File: src/rtl/alu_issue_stage.sv
// Command-buffering issue stage in front of the combinational alu: a command FIFO,
// a registered issue slot driving the alu inputs, and a flow-controlled response register.
module alu_issue_stage #(
    parameter int DEPTH = 4,
    parameter int TAG_W = 4
) (
    input  logic                     clk,
    input  logic                     rst_n,
    input  logic                     cmd_valid,
    output logic                     cmd_ready,
    input  logic [2:0]               cmd_op,
    input  logic [31:0]              cmd_a,
    input  logic [31:0]              cmd_b,
    input  logic [TAG_W-1:0]         cmd_tag,
    output logic [31:0]              alu_a,
    output logic [31:0]              alu_b,
    output logic [2:0]               alu_op,
    input  logic [31:0]              alu_result,
    output logic                     rsp_valid,
    input  logic                     rsp_ready,
    output logic [31:0]              rsp_result,
    output logic [TAG_W-1:0]         rsp_tag,
    output logic                     rsp_err,
    output logic [$clog2(DEPTH):0]   fifo_count,
    output logic                     busy
);

    localparam int PW = (DEPTH > 1) ? $clog2(DEPTH) : 1;
    localparam int CW = $clog2(DEPTH) + 1;

    function automatic logic op_illegal(input logic [2:0] op);
        return (op > 3'd4);
    endfunction

    logic [2:0]       mem_op_r  [DEPTH];
    logic [31:0]      mem_a_r   [DEPTH];
    logic [31:0]      mem_b_r   [DEPTH];
    logic [TAG_W-1:0] mem_tag_r [DEPTH];
    logic [PW-1:0]    wr_ptr_r;
    logic [PW-1:0]    rd_ptr_r;
    logic [CW-1:0]    count_r;

    logic             iss_valid_r;
    logic [2:0]       iss_op_r;
    logic [31:0]      iss_a_r;
    logic [31:0]      iss_b_r;
    logic [TAG_W-1:0] iss_tag_r;
    logic             iss_err_r;

    logic             rsp_valid_r;
    logic [31:0]      rsp_result_r;
    logic [TAG_W-1:0] rsp_tag_r;
    logic             rsp_err_r;

    logic full_s;
    logic empty_s;
    logic push_s;
    logic pop_s;
    logic rsp_load_s;
    logic iss_adv_s;

    // Handshake decode; cmd_ready depends only on registered occupancy
    always_comb begin
        full_s     = (count_r == CW'(DEPTH));
        empty_s    = (count_r == {CW{1'b0}});
        push_s     = cmd_valid && !full_s;
        rsp_load_s = iss_valid_r && (!rsp_valid_r || rsp_ready);
        iss_adv_s  = !iss_valid_r || rsp_load_s;
        pop_s      = iss_adv_s && !empty_s;
    end

    // Command FIFO storage, pointers and occupancy
    always_ff @(posedge clk or negedge rst_n) begin
        if (!rst_n) begin
            for (int i = 0; i < DEPTH; i++) begin
                mem_op_r[i]  <= 3'd0;
                mem_a_r[i]   <= 32'd0;
                mem_b_r[i]   <= 32'd0;
                mem_tag_r[i] <= {TAG_W{1'b0}};
            end
            wr_ptr_r <= {PW{1'b0}};
            rd_ptr_r <= {PW{1'b0}};
            count_r  <= {CW{1'b0}};
        end else begin
            if (push_s) begin
                mem_op_r[wr_ptr_r]  <= cmd_op;
                mem_a_r[wr_ptr_r]   <= cmd_a;
                mem_b_r[wr_ptr_r]   <= cmd_b;
                mem_tag_r[wr_ptr_r] <= cmd_tag;
                wr_ptr_r            <= wr_ptr_r + PW'(1);
            end
            if (pop_s) begin
                rd_ptr_r <= rd_ptr_r + PW'(1);
            end
            case ({push_s, pop_s})
                2'b10:   count_r <= count_r + CW'(1);
                2'b01:   count_r <= count_r - CW'(1);
                default: count_r <= count_r;
            endcase
        end
    end

    // Issue slot; illegal opcodes are flagged and replaced by ADD so the alu never sees them
    always_ff @(posedge clk or negedge rst_n) begin
        if (!rst_n) begin
            iss_valid_r <= 1'b0;
            iss_op_r    <= 3'd0;
            iss_a_r     <= 32'd0;
            iss_b_r     <= 32'd0;
            iss_tag_r   <= {TAG_W{1'b0}};
            iss_err_r   <= 1'b0;
        end else if (iss_adv_s) begin
            if (pop_s) begin
                iss_valid_r <= 1'b1;
                iss_op_r    <= op_illegal(mem_op_r[rd_ptr_r]) ? 3'd0 : mem_op_r[rd_ptr_r];
                iss_a_r     <= mem_a_r[rd_ptr_r];
                iss_b_r     <= mem_b_r[rd_ptr_r];
                iss_tag_r   <= mem_tag_r[rd_ptr_r];
                iss_err_r   <= op_illegal(mem_op_r[rd_ptr_r]);
            end else begin
                iss_valid_r <= 1'b0;
            end
        end else begin
            iss_valid_r <= iss_valid_r;
        end
    end

    // Response register with valid/ready hold
    always_ff @(posedge clk or negedge rst_n) begin
        if (!rst_n) begin
            rsp_valid_r  <= 1'b0;
            rsp_result_r <= 32'd0;
            rsp_tag_r    <= {TAG_W{1'b0}};
            rsp_err_r    <= 1'b0;
        end else if (rsp_load_s) begin
            rsp_valid_r  <= 1'b1;
            rsp_result_r <= iss_err_r ? 32'd0 : alu_result;
            rsp_tag_r    <= iss_tag_r;
            rsp_err_r    <= iss_err_r;
        end else if (rsp_valid_r && rsp_ready) begin
            rsp_valid_r  <= 1'b0;
        end else begin
            rsp_valid_r  <= rsp_valid_r;
        end
    end

    assign cmd_ready  = !full_s;
    assign alu_a      = iss_a_r;
    assign alu_b      = iss_b_r;
    assign alu_op     = iss_op_r;
    assign rsp_valid  = rsp_valid_r;
    assign rsp_result = rsp_result_r;
    assign rsp_tag    = rsp_tag_r;
    assign rsp_err    = rsp_err_r;
    assign fifo_count = count_r;
    assign busy       = !empty_s || iss_valid_r || rsp_valid_r;

endmodule

File: config.mk
export PLATFORM = sky130hd
export DESIGN_NAME = alu_issue_stage
export DESIGN_NICKNAME = d
export VERILOG_FILES = /design/src/rtl/alu_issue_stage.sv
export SDC_FILE = /design/constraint.sdc
export NUM_CORES = 1
export LEC_CHECK = 0
export BUFFER_PORTS_ARGS = -buffer_cell sky130_fd_sc_hd__buf_2
export CORE_ASPECT_RATIO = 1.5
export CORE_UTILIZATION = 46
export DETAILED_ROUTE_END_ITERATION = 10
export PLACE_DENSITY = 0.74
export SLEW_MARGIN = 15
export SYNTH_ARGS = -nofsm -noshare
export SYNTH_HDL_FRONTEND = slang
export SYNTH_SLANG_ARGS = --single-unit
File: constraint.sdc
create_clock -name clk -period 2.1 [get_ports clk]
set_clock_uncertainty 0.05 [all_clocks]
set_input_delay 0.105 -clock clk [delete_from_list [all_inputs] [get_ports clk]]
set_output_delay 0.105 -clock clk [all_outputs]
set_load 0.1 [all_outputs]
======== Yosys cells after proc, flatten, opt, wreduce, memory -nomap -nowiden ========
Cells that the tools add are included.
word-level totals
  register bits after elaboration ......... 402
  memories kept ........................... 0
  bits in writable memories ............... 0
  ROM bits ................................ 0
  output and inout bits ................... 110
  latch bits .............................. 0
  input bits .............................. 107
cells by class
  add/subtract/negate cells ............... 4
  equal/unequal tests ..................... 3
  shifts and indexed selects .............. 0
  multiplexer cells ....................... 28
  bitwise gates (word level) .............. 2
  div/mod/pow operators ................... 0
  $lt $le $gt $ge ......................... 4
  multipliers ............................. 0
  reduce and logical (&&, ||, !) cells .... 17
operators by type and width
  cell                                                   count
  bitwise mux 128 bit                                    2
  2-to-1 mux 32 bit                                      6
  binary-select mux 32 bit (select 2 bit)                2
  demux 32 bit (select 2 bit)                            1
  bitwise mux 16 bit                                     1
  bitwise mux 12 bit                                     1
  2-to-1 mux 3 bit                                       4
  2-to-1 mux 4 bit                                       3
  binary-select mux 4 bit (select 2 bit)                 1
  demux 4 bit (select 2 bit)                             1
  binary-select mux 3 bit (select 2 bit)                 1
  demux 3 bit (select 2 bit)                             1
  >= comparator 3 bit (second input constant)            2
  inverter 2 -> 3 bit                                    2
  one-hot mux 3 bit (2 select lines)                     1
  logical AND 1 bit                                      5
  adder 2 x 1 -> 2 bit (second input constant)           2
  zero test 1 bit                                        4
  logical OR 1 bit                                       4
  nonzero test 2 bit                                     2
  adder 3 x 1 -> 3 bit (second input constant)           1
  == test 3 bit (second input constant)                  1
  greater-than comparator 3 bit (second input constant)  1
  zero test 3 bit                                        1
  other kinds (6)                                        8

======== Depth between registers and ports, before layout ========
Gate-level depths: netlist of run 1.
  word-level depth ........................ 7
  mapped depth ............................ 11
  mapped depth without buffers ............ 9

======== Worst setup path after synthesis of run 1 ========
OpenSTA, ideal clock, no wires.
  path type ............................... flip-flop to flip-flop
  start ................................... reg count_r[2], in the netlist fifo_count[2]
  end ..................................... reg count_r[2], in the netlist fifo_count[2]
  cell stages (with the launch flop) ...... 10
  slack ................................... -806 ps
  clock period less this slack ............ 2906 ps
  data arrival time ....................... 2694 ps
  buffers on the path ..................... 1
  cells stage by stage .................... dfrtp_1 or3b_1 buf_4 nand2_1 ha_1 inv_1 fa_1 xor2_1 nor2_1 xor2_1
on the way
  word-level cells in the longest chain between the ends .. 5
  elaborated cells on any way between the ends .. 12
  those cells by class .................... add/sub (2); eq/ne (3); mux (1); reduce/logical (6)
ends and longest elaborated chain
  what                                                                             line  text
  from (decl)                                                                      41    logic [CW-1:0] count_r;
  from (signal assigned)                                                           83    count_r <= {CW{1'b0}};
  from (signal assigned)                                                           96    2'b10: count_r <= count_r + CW'(1);
  from (signal assigned)                                                           97    2'b01: count_r <= count_r - CW'(1);
  == test 3 bit (*)                                                                64    full_s = (count_r == CW'(DEPTH));
  zero test 1 bit (*)                                                              -
  via cmd_ready                                                                    10    output logic cmd_ready,
  logical AND 1 bit (*)                                                            66    push_s = cmd_valid && !full_s;
  == test 2 x 1 -> 1 bit / == test 2 bit (equally long branches)                   95    case ({push_s, pop_s})
  one-hot mux 3 bit (2 select lines) / nonzero test 2 bit (equally long branches)  -
Mark *: on every way through the listed nets, which the timed path passes. The rest lies on a longest branch.
A chain may end at the register's enable or synchronous reset.

======== Worst setup path after layout of run 1 ========
  start ................................... reg count_r[1], in the netlist fifo_count[1]
  end ..................................... out busy
on the way
  word-level cells in the longest chain between the ends .. 4
ends and longest elaborated chain
  what                           line  text
  zero test 3 bit                65    empty_s = (count_r == {CW{1'b0}});
  zero test 1 bit                156   assign busy = !empty_s || iss_valid_r || rsp_valid_r;
  logical OR 1 bit (2 in a row)  156
  to (decl)                      25    output logic busy
Every way passes these cells.

==> flow_summary_export.csv, run 1 <==
group,metric,value,unit
synthesis,synth_edf_count,0,
grt,grtUsageTotal,19.95,%
grt,antenna_found_initial,4,
floorplan,pin_count,217,
critical_path,reg2reg_to,"fifo_count[2]$_DFFE_PN0P_",
route,drc,0,
synthesis,synth_area_leaders,"dfrtp_1 (59%), mux2_2 (23%), mux4_2 (9.3%)",
synthesis,synth-adder-area-share,0.4814,%
grt,grt_pass1_vias,10979,
placement,routabilityCongestion,0.7436,
timing,tns,-210.3,ps
synthesis,ys_warn_count,0,
cells_and_area,final_area,22010,um^2
critical_path,worstPathCellList,"buf_6 > or3_4 > or3_4 > buf_12",
synthesis,syn-instance-count,999,
clock_network,cts_tree,"built",
critical_path,crit_arrival,2050,ps
cells_and_area,syn_to_final_growth,28.34,%
timing,setup_viol,3,
synthesis,yosys.area_share.simple,2.130,%
clock_network,cts_made_buffers,40,
placement,post-place-ws,10.08,ps
synthesis,synth.largest_area_cell,"dfrtp_1",
hold_path,holdPathEnd,"wr_ptr_r[0]$_DFFE_PN0P_",
hold_path,holdPathStages,4,
route,num_vias,9901,
grt,grt_max_degree,64,
critical_path,crit_path_top_delay_cell,"dfrtp_4",
critical_path,r2r-start,"fifo_count[1]$_DFFE_PN0P_",
synthesis,synthMuxAreaShare,35.12,%
clock_network,h-tree-depth,2,
clock_network,cts_sinks,402,
clock_network,clock_latency,540,ps
timing,fin_ws,-108.3,ps
floorplan,die-area,38080,um^2
route,wl,38.56,mm
critical_path,r2r_setup_slack,-50,ps
synthesis,synth_top_area_share,58.65,%
synthesis,synth-xor-area-share,0.3064,%
synthesis,synthFlopType,"dfrtp_1",
timing,fin_crit,2208,ps
synthesis,ys_ff_latch,402,
critical_path,crit_top_cell,"or3_4",
critical_path,worstPathRequired,1950,ps
critical_path,cp-end-kind,"output pin",
job,max_cap_violations,0,
floorplan,fp.dieW,159.7,um
route,wl_per_cell,20.51,um
cells_and_area,final_layout_size_suffix_gt1_share,56.18,%
critical_path,ff2ff_path_depth,11,
floorplan,die_y,238.5,um
critical_path,start_kind,"register",
synthesis,yosysSeqAreaShare,58.65,%
timing,rsz0062_at_grt,"true",
timing,fmax,452.8,MHz
synthesis,synth_compound_area_share,0.1021,%
route,drt_pre_antenna_iters,4,
critical_path,cp_top_family,"simple AND/OR/NAND/NOR gates",
synthesis,syn-cell-area,17150,um^2
timing,worstMarginPinSlew,540.3,ps
placement,placed_cell_area,19070,um^2
synthesis,synthesis.nets,1112,
timing,report.final.hold_viol_count,0,
cells_and_area,nets,1475,
placement,io_buffer_count,216,
run_status,failed_checks,"setup timing",
route,drt_iter0_markers,411,
floorplan,rows,86,
synthesis,synth_top_family_by_area,"multiplexers",
synthesis,synth_cell_types,27,
critical_path,crit_type,"reg2out",
route,vias_per_cell,5.266,
floorplan,core,36690,um^2
clock_network,clkTransAtPathRegs,60,ps
critical_path,critical_path_buf_inv_count,2,
clock_network,cts_max_path_buffers,3,
critical_path,slowest_delay,480,ps
grt,grt_pass1_wl,59.77,mm
timing,finalCritPeriodShare,105.2,%
synthesis,avgSynthCellArea,17.17,um^2
clock_network,cts-root-buf,"clkbuf_16",
floorplan,initial_core_util,46.75,%
timing,maxSlewViolCount,0,
grt,overflow,0,
placement,dp_hpwl,23.22,mm
route,postRouteAntennaNets,0,
hold_path,hp-start,"cmd_valid",
critical_path,critPathMaxFanout,3,
synthesis,async_flop_share,100.0,%
timing,relSlewSlack,64.22,%
run_status,status,"finished with violations",
hold_path,hold_path.class,"in2reg",
[final cells by class]
class / count / area (um^2)
Fill cell: 2742 / 14680
Tap cell: 484 / 605.6
Antenna cell: 4 / 10.01
Timing Repair Buffer: 381 / 3161
Sequential cell: 402 / 10080
Inverter: 6 / 25.02
Multi-Input combinational cell: 531 / 6833
Clock buffer: 56 / 1182
Clock inverter: 16 / 117.6
[layer usage]
metal / part of all wire [%] / GRT usage [%] / vias to the layer above
li1: - / - / 4380
met5: 0 / 0 / -
met3: 3.0 / 2.863 / 71
met4: 2.9 / 7.430 / 0
met2: 55 / 37.05 / 169
met1: 39 / 23.20 / 5281
[state kept, by name (all words and copies together) (netlist names), 12 cells and up]
signal and count:
alu_a 32, alu_b 32, mem_a_r 128, mem_b_r 128, mem_op_r 12, mem_tag_r 16, rsp_result 32
[cells in the final DEF, fill, tap and decap left out, types with 2 or more instances in the layout]
master           n
dfrtp_1        396
mux2_2         287
buf_2          214
dlygate4sd3_1  105
mux4_2          71
mux2_4          61
clkbuf_16       47
mux2_1          44
nor2b_1         34
buf_12          29
buf_4           15
clkinv_2        11
clkbuf_8        10
buf_6            6
clkbuf_1         5
dfrtp_4          5
diode_2          4
xnor2_1          4
inv_1            4
nand3_4          4
ha_1             4
nand2b_1         3
buf_8            3
buf_16           3
nand3_1          2
xor2_1           2
nor2_1           2
nand2_8          2
or3_4            2
inv_6            2
clkinvlp_4       2
[cells in the mapped netlist (4+ instances only)]
library cell	n
nor2b_1	34
buf_2	6
buf_4	11
nand3_4	4
dfrtp_1	402
mux2_1	44
mux4_2	71
buf_6	34
ha_1	5
mux2_2	348
xnor2_1	4
clkbuf_1	8
inv_1	6
[how the worst max path moves through the flow]
stage | from | end | cells past startpoint | slack (ps)
finish | fifo_count[1]$_DFFE_PN0P_ | busy | 4 | -110
floorplan | fifo_count[0]$_DFFE_PN0P_ | fifo_count[2]$_DFFE_PN0P_ | 9 | -270
detailed placement | fifo_count[0]$_DFFE_PN0P_ | fifo_count[2]$_DFFE_PN0P_ | 8 | 10
global placement | fifo_count[0]$_DFFE_PN0P_ | fifo_count[2]$_DFFE_PN0P_ | 8 | 20
CTS | fifo_count[1]$_DFFE_PN0P_ | busy | 4 | -120
global route | fifo_count[1]$_DFFE_PN0P_ | busy | 4 | -150
[through the flow]
step | instances | util [%] | hold slack (ps)
4_1_cts | 1861 | 58.57 | 14.71
3_5_place_dp | 1681 | 51.96 | 41.16
2_1_floorplan | 999 | - | -240.6
3_3_place_gp | 1681 | 51.96 | 27.13
6_report | 1880 | 59.99 | 43.86
5_1_grt | 1880 | 59.99 | 54.78
[cells by family (layout without fill, tap and decap cells)]
logic type	count (synthesis)	count (layout)
AND/OR/NAND/NOR	53	53
buffers and inverters	66	459
multiplexers	464	464
AO/OA/AOI/OAI	2	2
XOR/XNOR	6	6
adder cells (fa/ha/maj)	6	6
flip-flops	402	402
other	0	4
[what timing repair did]
action	4_1_cts	5_1_grt
hold buffers	105	0
pin swaps	4	0
resized for setup	12	68
endpoints found under the hold margin	692	0
cloned	0	7
setup buffers	3	8
setup endpoints to repair	2	60
[tightest hold or removal path, delay by kind of cell]
| kind | cells | cell delay, ps |
|---|---|---|
| buffers and inverters | 2 | 310 |
| and+or+nand+nor | 1 | 110 |
| xor gates and xnor gates | 1 | 60 |
Power of run 1 is not shown: default switching activity piles up to over one toggle a cycle in this logic, so the estimate is an artifact.
==> run 2, diff against run 1 <==
- ABC_AREA: unset -> 1
==> flow_summary_export.csv, run 2 <==
group,metric,value,unit
critical_path,start_kind,"register",
cells_and_area,final_util,56.96,%
critical_path,crit_top_cell,"inv_2",
floorplan,rows,87,
synthesis,syn-cell-area,17640,um^2
synthesis,syn-instance-count,2068,
synthesis,synth-adder-area-share,0.4682,%
route,num_vias,14931,
grt,grt_util_met2,42.15,%
job,max_cap_violations,0,
timing,maxSlewViolCount,0,
critical_path,crit_path_top_delay_cell,"dfrtp_4",
synthesis,yosys.area_share.simple,17.88,%
cells_and_area,diodes,0,
critical_path,cp-end-kind,"register",
synthesis,synthesis.nets,2181,
placement,routabilityCongestion,0.7981,
floorplan,die-area,39150,um^2
floorplan,fp.dieW,161.9,um
floorplan,core,37660,um^2
critical_path,crit_arrival,2290,ps
timing,report.final.hold_viol_count,0,
synthesis,synth_top_area_share,57.03,%
synthesis,synth_most_common_cell,"nand2_1",
hold_path,hold_path.class,"in2async",
grt,busiest_layer,"met2",
placement,dp_hpwl,27.34,mm
cells_and_area,final_common_cell,"nand2_1",
cells_and_area,final_layout_size_suffix_gt1_share,13.91,%
grt,grt_pass1_vias,15276,
critical_path,r2r-start,"fifo_count[2]$_DFFE_PN0P_",
synthesis,synth_top_family_by_area,"simple AND/OR/NAND/NOR gates",
route,wl_per_cell,16.34,um
synthesis,synth_edf_count,0,
grt,grtUsageTotal,24.18,%
clock_network,cts_sinks,402,
synthesis,ys_warn_count,0,
route,drc,0,
grt,use_met3,2.796,%
synthesis,synth_top_cells_by_count,"nand2_1 (803), dfrtp_1 (402), o21ai_0 (282)",
critical_path,cp_top_family,"adder cells",
synthesis,synth_area_leaders,"dfrtp_1 (57%), nand2_1 (17%), o21ai_0 (8.0%)",
synthesis,async_flop_share,100.0,%
clock_network,cts_tree,"built",
floorplan,initial_core_util,46.83,%
cells_and_area,syn_to_final_growth,21.64,%
cells_and_area,nets,2436,
critical_path,critical_path_buf_inv_count,3,
timing,relSlewSlack,65.23,%
timing,finalCritPeriodShare,92.34,%
timing,fin_crit,1939,ps
critical_path,worstPathRequired,2460,ps
clock_network,cts_max_path_buffers,3,
run_status,status,"finished clean",
synthesis,synthMuxAreaShare,0,%
synthesis,synthFlopType,"dfrtp_1",
synthesis,avgSynthCellArea,8.529,um^2
synthesis,synth-xor-area-share,0.1986,%
floorplan,pin_count,217,
grt,antenna_found_initial,0,
route,wl,46.38,mm
timing,worstMarginPinSlew,525.2,ps
timing,setup_viol,0,
clock_network,post_cts_buffers,0,
cells_and_area,mostFrequentLayoutCells,"nand2_1 (803), dfrtp_1 (397), o21ai_0 (280)",
route,drt_iter0_markers,1143,
clock_network,h-tree-depth,2,
cells_and_area,n_fill_cell,3315,
timing,rsz0062_at_grt,"false",
critical_path,slowest_delay,440,ps
critical_path,critPathMaxFanout,3,
timing,fmax,515.7,MHz
synthesis,synth.largest_area_cell,"dfrtp_1",
placement,io_buffer_count,216,
clock_network,cts.repair.resized,0,
floorplan,die_y,241.8,um
route,vias_per_cell,5.259,
clock_network,clkTransAtPathRegs,60,ps
clock_network,clock_latency,530,ps
synthesis,yosysSeqAreaShare,57.03,%
critical_path,worstPathCellList,"inv_1 > nand3_1 > nand2_2 > inv_2 > ha_4 > inv_2 > fa_2 > a21oi_1 > o21ai_1 > xor2_1",
synthesis,ys_ff_latch,402,
critical_path,crit_type,"reg2reg",
grt,overflow,0,
synthesis,synth_compound_area_share,16.77,%
route,drt_pre_antenna_iters,5,
route,postRouteAntennaNets,0,
critical_path,crit_path_start,"fifo_count[2]$_DFFE_PN0P_",
synthesis,synth_cell_types,26,
grt,met1_usage,29.84,%
clock_network,cts_made_buffers,39,
clock_network,cts-root-buf,"clkbuf_16",
cells_and_area,top_regs,"mem_a_r (128), mem_b_r (128)",
grt,grt_max_degree,105,
grt,grt_pass1_wl,76.55,mm
[run 2: path summary, 6_finish.rpt]
path                       slack [ps]  cells past startpoint                         to
hold reg to reg                   420                      2       alu_a[9]$_DFFE_PN0P_
max in group asynchronous        1130                      3       alu_b[1]$_DFFE_PN0P_
setup reg to reg                  160                     10  fifo_count[2]$_DFFE_PN0P_
hold / removal                     70                      2    mem_a_r[20]$_DFFE_PN0P_
min in group clk                  280                      3  rsp_result[4]$_DFFE_PN0P_
setup / recovery                  160                     10  fifo_count[2]$_DFFE_PN0P_
[run 2: cell families after synthesis]
group,count (synthesis)
flip-flops,402
AND/OR/NAND/NOR,826
buffers and inverters,299
AO/OA/AOI/OAI,531
adder cells (fa/ha/maj),6
XOR/XNOR,4
[run 2: stage by stage]
step	hold WS (ps)	std cells	setup TNS, ps	cell area, um^2	setup WS (ps)
CTS	83.54	2839	0	21450	163.8
global route	103.3	2839	0	21450	87.90
finish	67.96	2839	0	21450	160.9
detailed placement	31.06	2665	0	19120	182.9
global placement	26.40	2665	0	19120	182.1
floorplan	-240.6	2068	-1110	17670	-575.4
[run 2: worst reg2reg max path, cell delays in order (launching register included)]
cell and delay (ps):
dfrtp_4 440, inv_1 70, nand3_1 120, nand2_2 100, inv_2 110, ha_4 140, inv_2 40, fa_2 350
a21oi_1 130, o21ai_1 100, xor2_1 160
[run 2: metal layers]
metal / vias up / part of all wire, %
li1: 7131 / -
met1: 7231 / 40
met2: 455 / 51
met3: 114 / 4.8
met4: 0 / 4.0
met5: - / 0
[run 2: final cells by class]
type,count,area [um^2],share of cell area [%]
inverters,156,590.6,2.753
multi-input cells,1367,6257,29.17
well taps,489,611.8,2.852
flip-flops and latches,402,10080,46.98
clock inverters,8,118.9,0.5540
repair buffers,357,2640,12.31
clock buffers,60,1157,5.395
[run 2: what timing repair did]
item	CTS	global route
endpoints found under the setup margin	0	0
endpoints found under the hold margin	723	0
hold buffers	106	0
Power of run 2 is left out for the same reason.
==> run 3, diff against run 2 <==
==> constraint.sdc (replaced) <==
create_clock -name clk -period 2.1 [get_ports clk]
set_clock_uncertainty 0.05 [all_clocks]
set_input_delay 0.21 -clock clk [delete_from_list [all_inputs] [get_ports clk]]
set_output_delay 0.21 -clock clk [all_outputs]
set_load 0.1 [all_outputs]
==> flow_summary_export.csv, run 3 (synthesized netlist as in run 2, its figures left out) <==
group,metric,value,unit
timing,setup_viol,0,
grt,grt_max_degree,106,
critical_path,ff2ff_path_depth,10,
floorplan,die_y,241.8,um
placement,io_buffer_count,216,
cells_and_area,syn_to_final_growth,21.71,%
critical_path,crit_arrival,1680,ps
floorplan,die-area,39150,um^2
floorplan,core,37660,um^2
clock_network,cts_tree,"built",
timing,fmax,515.7,MHz
cells_and_area,final_common_cell,"nand2_1",
timing,relSlewSlack,65.83,%
clock_network,cts_max_path_buffers,3,
critical_path,critPathMaxFanout,3,
critical_path,slowest_delay,490,ps
cells_and_area,final_cells,2840,
clock_network,h-tree-depth,2,
timing,fin_crit,1939,ps
route,drt_pre_antenna_iters,5,
job,max_cap_violations,0,
timing,rsz0062_at_grt,"false",
critical_path,worstPathCellList,"inv_1 > nand3_1 > nor2_1 > nand2_1 > buf_2",
route,wl,45.47,mm
timing,worstMarginPinSlew,512.5,ps
critical_path,worstPathRequired,1840,ps
floorplan,pin_count,217,
cells_and_area,mostFrequentLayoutCells,"nand2_1 (803), dfrtp_1 (397), o21ai_0 (280)",
clock_network,clkTransAtPathRegs,70,ps
critical_path,crit_type,"reg2out",
critical_path,r2r-start,"fifo_count[2]$_DFFE_PN0P_",
clock_network,cts.repair.resized,0,
floorplan,rows,87,
cells_and_area,final_layout_size_suffix_gt1_share,13.96,%
floorplan,fp.dieW,161.9,um
route,drt_iter0_markers,1060,
placement,dp_hpwl,26.63,mm
timing,finalCritPeriodShare,92.33,%
critical_path,cp_top_family,"flip-flops",
grt,antenna_found_initial,2,
grt,grtUsageTotal,23.74,%
clock_network,post_cts_buffers,0,
clock_network,clock_latency,540,ps
timing,report.final.hold_viol_count,0,
placement,dp.cells,2668,
route,num_vias,14914,
critical_path,r2r_setup_slack,170,ps
critical_path,cp-end-kind,"output pin",
run_status,status,"finished clean",
timing,maxSlewViolCount,0,
placement,routabilityCongestion,0.8062,
critical_path,critical_path_buf_inv_count,2,
grt,grt_pass1_vias,14831,
critical_path,endpoint,"busy",
critical_path,reg2reg_to,"fifo_count[2]$_DFFE_PN0P_",
clock_network,cts_made_buffers,39,
route,postRouteAntennaNets,0,
floorplan,initial_core_util,46.83,%
cells_and_area,top_regs,"mem_a_r (128), mem_b_r (128)",
clock_network,cts_sinks,402,
hold_path,hold_path.class,"in2reg",
clock_network,cts-root-buf,"clkbuf_16",
critical_path,crit_path_start,"fifo_count[2]$_DFFE_PN0P_",
critical_path,path_depth,5,
cells_and_area,nets,2438,
critical_path,crit_path_top_delay_cell,"dfrtp_4",
grt,grt_pass1_wl,75.29,mm
grt,overflow,0,
route,drc,0,
critical_path,start_kind,"register",
route,vias_per_cell,5.251,
route,wl_per_cell,16.01,um
## run 3: cell types whose count changed in the layout (fill, tap and decap cells not counted), sizes merged
cell	previous run	this run
clkinv	4	2
clkbuf	60	61
dlygate4sd3	106	105
bufinv	3	2
diode	0	2
inv	157	156
buf	251	254
## run 3: cell type report
class	count	area, um^2
Inverter	156	590.6
Timing Repair Buffer	359	2665
Sequential cell	402	10080
Clock inverter	4	77.57
Antenna cell	2	5.005
Clock buffer	61	1181
Tap cell	489	611.8
Fill cell	3399	16200
Multi-Input combinational cell	1367	6257
## run 3: how the worst min path moves through the flow
stage	cells after the start	end	slack, ps	startpoint
floorplan	0	alu_a[0]$_DFFE_PN0P_	-140	rst_n
global placement	1	mem_a_r[84]$_DFFE_PN0P_	110	rst_n
detailed placement	1	mem_a_r[84]$_DFFE_PN0P_	110	rst_n
CTS	4	fifo_count[1]$_DFFE_PN0P_	40	cmd_valid
global route	4	fifo_count[1]$_DFFE_PN0P_	60	cmd_valid
finish	4	fifo_count[1]$_DFFE_PN0P_	50	cmd_valid
## run 3: per-stage QoR
step	cell area (um^2)	setup TNS, ps	hold WS, ps	setup WS, ps	utilization, %
finish	21470	0	51.09	161.1	57.00
global placement	19150	0	111.6	182.3	50.85
CTS	21460	0	36.81	137.5	56.98
floorplan	17670	-1110	-135.6	-575.4	-
detailed placement	19150	0	109.2	206.2	50.85
global route	21470	0	64.91	39.10	57.00
## run 3: layer usage
layer	share of wire [%]	global-route usage (%)
met5	0	0
met4	3.8	10.85
met2	50	40.77
met1	41	29.67
met3	4.9	2.899
## run 3: worst reg2reg max path: cells and delay by family, from the launching register on
| kind | cells | cell delay [ps] |
|---|---|---|
| xor gates and xnor gates | 1 | 150 |
| DFF | 1 | 430 |
| AOI/OAI and AO/OA | 2 | 240 |
| buffers and inverters | 3 | 220 |
| and+or+nand+nor | 2 | 220 |
| adders and majority gates | 2 | 500 |
## run 3: repair_timing
action                                  CTS  global route
endpoints found under the hold margin   472             0
endpoints found under the setup margin    0             0
hold buffers                            105             0
Power of run 3 is left out for the same reason.
